==> config.mk <==
export PLATFORM = sky130hd
export DESIGN_NAME = dm_ctrl
export DESIGN_NICKNAME = d
export VERILOG_FILES = /design/src/rtl/dm_ctrl.sv
export SDC_FILE = /design/constraint.sdc
export NUM_CORES = 1
export LEC_CHECK = 0
export BUFFER_PORTS_ARGS = -buffer_cell sky130_fd_sc_hd__buf_2
export CORE_MARGIN = 3
export CORE_UTILIZATION = 58
export DETAILED_ROUTE_END_ITERATION = 8
export PLACE_DENSITY = 0.86
export SLEW_MARGIN = 20
export SYNTH_ARGS = -nofsm -noshare
export SYNTH_HDL_FRONTEND = slang
export SYNTH_SLANG_ARGS = --single-unit
==> constraint.sdc <==
create_clock -name clk -period 6.5 [get_ports clk]
set_clock_uncertainty 0.15 [all_clocks]
set_input_delay 0.325 -clock clk [delete_from_list [all_inputs] [get_ports clk]]
set_output_delay 0.325 -clock clk [all_outputs]
set_load 0.005 [all_outputs]
==> src/rtl/dm_ctrl.sv <==
// dm_ctrl: sequences one byte/half/word load or store at a time against the
// dm_4k data memory. Sub-word stores are read-modify-write; loads are lane
// selected and sign/zero extended; misaligned or reserved-size requests
// complete with rsp_err and never reach memory.
module dm_ctrl #(
    parameter int ADDR_W = 12
) (
    input  logic              clk,
    input  logic              rst,
    input  logic              req_valid,
    output logic              req_ready,
    input  logic              req_we,
    input  logic [1:0]        req_size,
    input  logic              req_signed,
    input  logic [ADDR_W-1:0] req_addr,
    input  logic [31:0]       req_wdata,
    output logic              rsp_valid,
    output logic [31:0]       rsp_rdata,
    output logic              rsp_err,
    output logic [ADDR_W-3:0] dm_addr,
    output logic [31:0]       dm_din,
    output logic              dm_we,
    input  logic [31:0]       dm_dout
);

    typedef enum logic [1:0] {IDLE, RD, WR, RESP} state_t;

    state_t            state, state_nxt;
    logic              we_q;
    logic [1:0]        size_q;
    logic              sgn_q;
    logic [ADDR_W-1:0] addr_q;
    logic [31:0]       wdata_q;
    logic [31:0]       wbuf;

    // Half must be 2-byte aligned, word 4-byte aligned; size 11 is never legal.
    function automatic logic misaligned(input logic [1:0] size, input logic [1:0] off);
        logic m;
        case (size)
            2'b00:   m = 1'b0;
            2'b01:   m = off[0];
            2'b10:   m = (off != 2'b00);
            default: m = 1'b1;
        endcase
        return m;
    endfunction

    // Pick the little-endian lane out of a memory word and extend it.
    function automatic logic [31:0] load_lane(input logic [31:0] word, input logic [1:0] size,
                                              input logic [1:0] off, input logic sgn);
        logic [7:0]  b;
        logic [15:0] h;
        logic [31:0] r;
        b = word[{off, 3'b000} +: 8];
        h = off[1] ? word[31:16] : word[15:0];
        case (size)
            2'b00:   r = {{24{sgn & b[7]}}, b};
            2'b01:   r = {{16{sgn & h[15]}}, h};
            default: r = word;
        endcase
        return r;
    endfunction

    // Drop the right-justified store data into its lane of the old word.
    function automatic logic [31:0] merge_lane(input logic [31:0] word, input logic [31:0] wd,
                                               input logic [1:0] size, input logic [1:0] off);
        logic [31:0] r;
        r = word;
        case (size)
            2'b00: r[{off, 3'b000} +: 8] = wd[7:0];
            2'b01: begin
                if (off[1]) r[31:16] = wd[15:0];
                else        r[15:0]  = wd[15:0];
            end
            default: r = wd;
        endcase
        return r;
    endfunction

    // State register; reset returns to IDLE from anywhere.
    always_ff @(posedge clk) begin
        if (rst) state <= IDLE;
        else     state <= state_nxt;
    end

    // Next-state logic: errors skip memory, word stores skip the read.
    always_comb begin
        state_nxt = state;
        case (state)
            IDLE: begin
                if (req_valid) begin
                    if (misaligned(req_size, req_addr[1:0]))  state_nxt = RESP;
                    else if (!req_we || req_size != 2'b10)    state_nxt = RD;
                    else                                      state_nxt = WR;
                end
            end
            RD:      state_nxt = we_q ? WR : RESP;
            WR:      state_nxt = RESP;
            default: state_nxt = IDLE;
        endcase
    end

    // Request capture, RMW merge buffer and response registers.
    always_ff @(posedge clk) begin
        if (rst) begin
            we_q      <= 1'b0;
            size_q    <= 2'b00;
            sgn_q     <= 1'b0;
            addr_q    <= '0;
            wdata_q   <= '0;
            wbuf      <= '0;
            rsp_rdata <= '0;
            rsp_err   <= 1'b0;
        end else begin
            if (state == IDLE && req_valid) begin
                we_q    <= req_we;
                size_q  <= req_size;
                sgn_q   <= req_signed;
                addr_q  <= req_addr;
                wdata_q <= req_wdata;
                if (req_we && req_size == 2'b10) wbuf <= req_wdata;
            end
            if (state == RD && we_q) wbuf <= merge_lane(dm_dout, wdata_q, size_q, addr_q[1:0]);
            // Response fields only change on the way into RESP.
            if (state_nxt == RESP) begin
                rsp_err   <= (state == IDLE);
                rsp_rdata <= (state == RD && !we_q) ?
                             load_lane(dm_dout, size_q, addr_q[1:0], sgn_q) : 32'h0;
            end
        end
    end

    assign req_ready = (state == IDLE);
    assign rsp_valid = (state == RESP);
    assign dm_we     = (state == WR);
    assign dm_addr   = addr_q[ADDR_W-1:2];
    assign dm_din    = wbuf;

endmodule
==> results_dict.tcl <==
set metrics [dict create \
    setup_violations 0 \
    grt_pass1_vias 6316 \
    synthMuxAreaShare_pct 10.53 \
    synth_area_um2 6190 \
    synth_common_cells "164 x nand2_1, 115 x dfxtp_1, 67 x a21oi_1, 49 x a221oi_1, 37 x clkbuf_1" \
    crit_fanout 23 \
    drive_above_1_share_pct 26.11 \
    leakage_nw 3.332 \
    synthAdderAreaFrac_pct 1.819 \
    io_buffers 160 \
    drv_cap 0 \
    gp_congestion 0.9229 \
    die-area_um2 11950 \
    hold_violations 0 \
    routed_wl_um 21570 \
    final_util_pct 76.70 \
    die_y_um 109.3 \
    synth-main-ff-cell "dfxtp_1" \
    r2r_slack_ns 3.23 \
    post_cts_resize_count 0 \
    drcViolationCount 0 \
    fin_setup_tns_ns 0 \
    drtIter0Drc 596 \
    firstDrtPassIters 7 \
    start_util_pct 59.69 \
    insertion_delay_ns 0.52 \
    synth.most_common_cell "nand2_1" \
    postCtsSetupRepairBufs 0 \
    fmax_mhz 305.6 \
    row_count 37 \
    synth.ff_latch_count 115 \
    cts_root_buffer "clkbuf_8" \
    synth_cell_types 55 \
    synth-compound-area-share_pct 25.17 \
    grt_pass1_wl_um 33270 \
    cts_tree "done" \
    synth_area_leaders "dfxtp_1 37%, nand2_1 9.9%, a221oi_1 6.9%, a21oi_1 5.4%, mux2i_1 4.5%" \
    max_slew_margin_pct 30.36 \
    synth_top_family_by_area "compound AO/OA/AOI/OAI gates" \
    wl_per_cell_um 20.82 \
    timing.final.crit_period_ns 3.272 \
    cts_buffers 17 \
    antenna_found_initial 0 \
    yosysSeqAreaShare_pct 37.19 \
    fin_crit_sh_pct 50.34 \
    cp.arrival_ns 3.54 \
    worst_pin_slew_ns 1.042 \
    cp.required_ns 6.76 \
    synth-xor-area-share_pct 0 \
    path_delay_family "flip-flops" \
    syn_nets 816 \
    grt_max_degree 119 \
    critical_path_class "reg -> reg" \
    die_x_um 109.3 \
    yosysWarnings 0 \
    synth_top_area_cell "dfxtp_1" \
    path_buf_inv 1 \
    status "complete, no violations" \
    htreeDepth 4 \
    hpwl_um 13830 \
    antenna_cells 0 \
    cp_slowest_stage_delay_ns 0.87 \
    synth_top_area_share_pct 37.19 \
    ir_worst_vdd_uv 446.5 \
    clk_pin_slew_ns 0.06 \
    crit_chain "inv_1 -> ha_1 -> or4b_1 -> nand3_2 -> a221oi_1 -> a311oi_1" \
    synth_edf_count 0 \
    grt_use_total_pct 36.29 \
    area_growth_pct 28.50 \
    vias 6530 \
    startpoint_type "register" \
    syn_area_per_cell_um2 8.549 \
    async_flop_share_pct 0 \
    endpoint_kind "register" \
    postSynthCellCount 724 \
    viasPerCell 6.303 \
    hp-class "in -> reg" \
    cts_sinks 115 \
    rsz0062_at_grt "false" \
    io_pins 161 \
    cellPowerDensity_nw_per_um2 349.5 \
    fin_nets 979 \
    ctsLongestPathBuffers 2 \
    slew_viol_final 0 \
    critPathSlowestCell "dfxtp_1" \
    overflow 0 \
    fp.coreArea_um2 10370 \
    ant_nets 0 \
    synthSimpleGateAreaFrac_pct 18.48 \
]
-- logic make-up after synthesis --
kind of cell    after synthesis
simple gates                253
compound gates              208
flops                       115
buf+inv                      83
mux                          56
fa+ha+maj                     9
-- flip-flops by register name (all words and copies together) (netlist names) --
name	cells
addr_q	12
dm_din	32
rsp_err	1
rsp_rdata	32
sgn_q	1
size_q	2
state	2
wdata_q	32
we_q	1
-- stage by stage --
step	total power [W]	setup slack (ns)	hold WS (ns)	instance area, um2	cells
finish	0.002780	3.228	0.01758	7954	1036
global route	0.002897	2.997	0.02161	7954	1036
CTS	0.002727	3.306	0.003120	7920	1035
detailed placement	0.001753	3.332	0.3008	6830	954
global placement	0.001724	3.530	0.2906	6830	954
floorplan	0.001536	4.165	0.2862	6190	724
-- worst paths after layout --
path               startpoint      endpoint  cells past startpoint
setup / recovery    addr_q[1]     dm_din[5]                      6
hold / removal     dm_dout[2]  rsp_rdata[2]                      3
setup reg to reg    addr_q[1]     dm_din[5]                      6
hold reg to reg   wdata_q[23]   wdata_q[23]                      2
-- repair_timing --
item | 4_1_cts | 5_1_grt
endpoints found under the hold margin | 64 | 0
hold buffers | 49 | 0
setup endpoints to repair | 0 | 0
-- routing by layer --
layer / up-vias / part of all wire (%) / global-route usage (%)
met1: 3099 / 38 / 43.98
li1: 2944 / - / -
met4: 0 / 4.4 / 17.36
met5: - / 0 / 0
met3: 88 / 9.1 / 9.102
met2: 399 / 48 / 60.39
-- worst register-to-register path, stage by stage (launching register included) --
cell and delay, ns:
dfxtp_1 0.87, inv_1 0.50, ha_1 0.48, or4b_1 0.50
nand3_2 0.18, a221oi_1 0.16, a311oi_1 0.33
-- layout make-up --
type | count | area, um2
Tap cell | 136 | 170.2
Fill cell | 714 | 2416
Sequential cell | 115 | 2302
Inverter | 11 | 41.29
Clock inverter | 10 | 156.4
Multi-Input combinational cell | 526 | 3471
Timing Repair Buffer | 216 | 1370
Clock buffer | 22 | 442.9
-- layout by cell type, fill, tap and decap left out, types with 7 or more instances in the layout --
cell	instances
a21o_1	9
a21oi_1	67
a221o_1	7
a221oi_1	49
a22o_1	24
a311oi_1	15
buf_2	159
clkbuf_16	16
dfxtp_1	115
dlygate4sd3_1	49
ha_1	9
inv_1	10
mux2_2	15
mux2_4	12
mux2i_1	28
nand2_1	163
nand2b_1	20
nand3_1	8
nor2_1	14
nor2b_1	21
nor3_1	9
o21ai_0	11
-- power breakdown --
group          total (W)  switching [W]  internal (W)
clock network   0.000956       0.000326      0.000630
registers       0.000909       0.000103      0.000805
logic           0.000915       0.000535      0.000380
total            0.00278       0.000964       0.00182
Power figures use the tool's default switching activity.
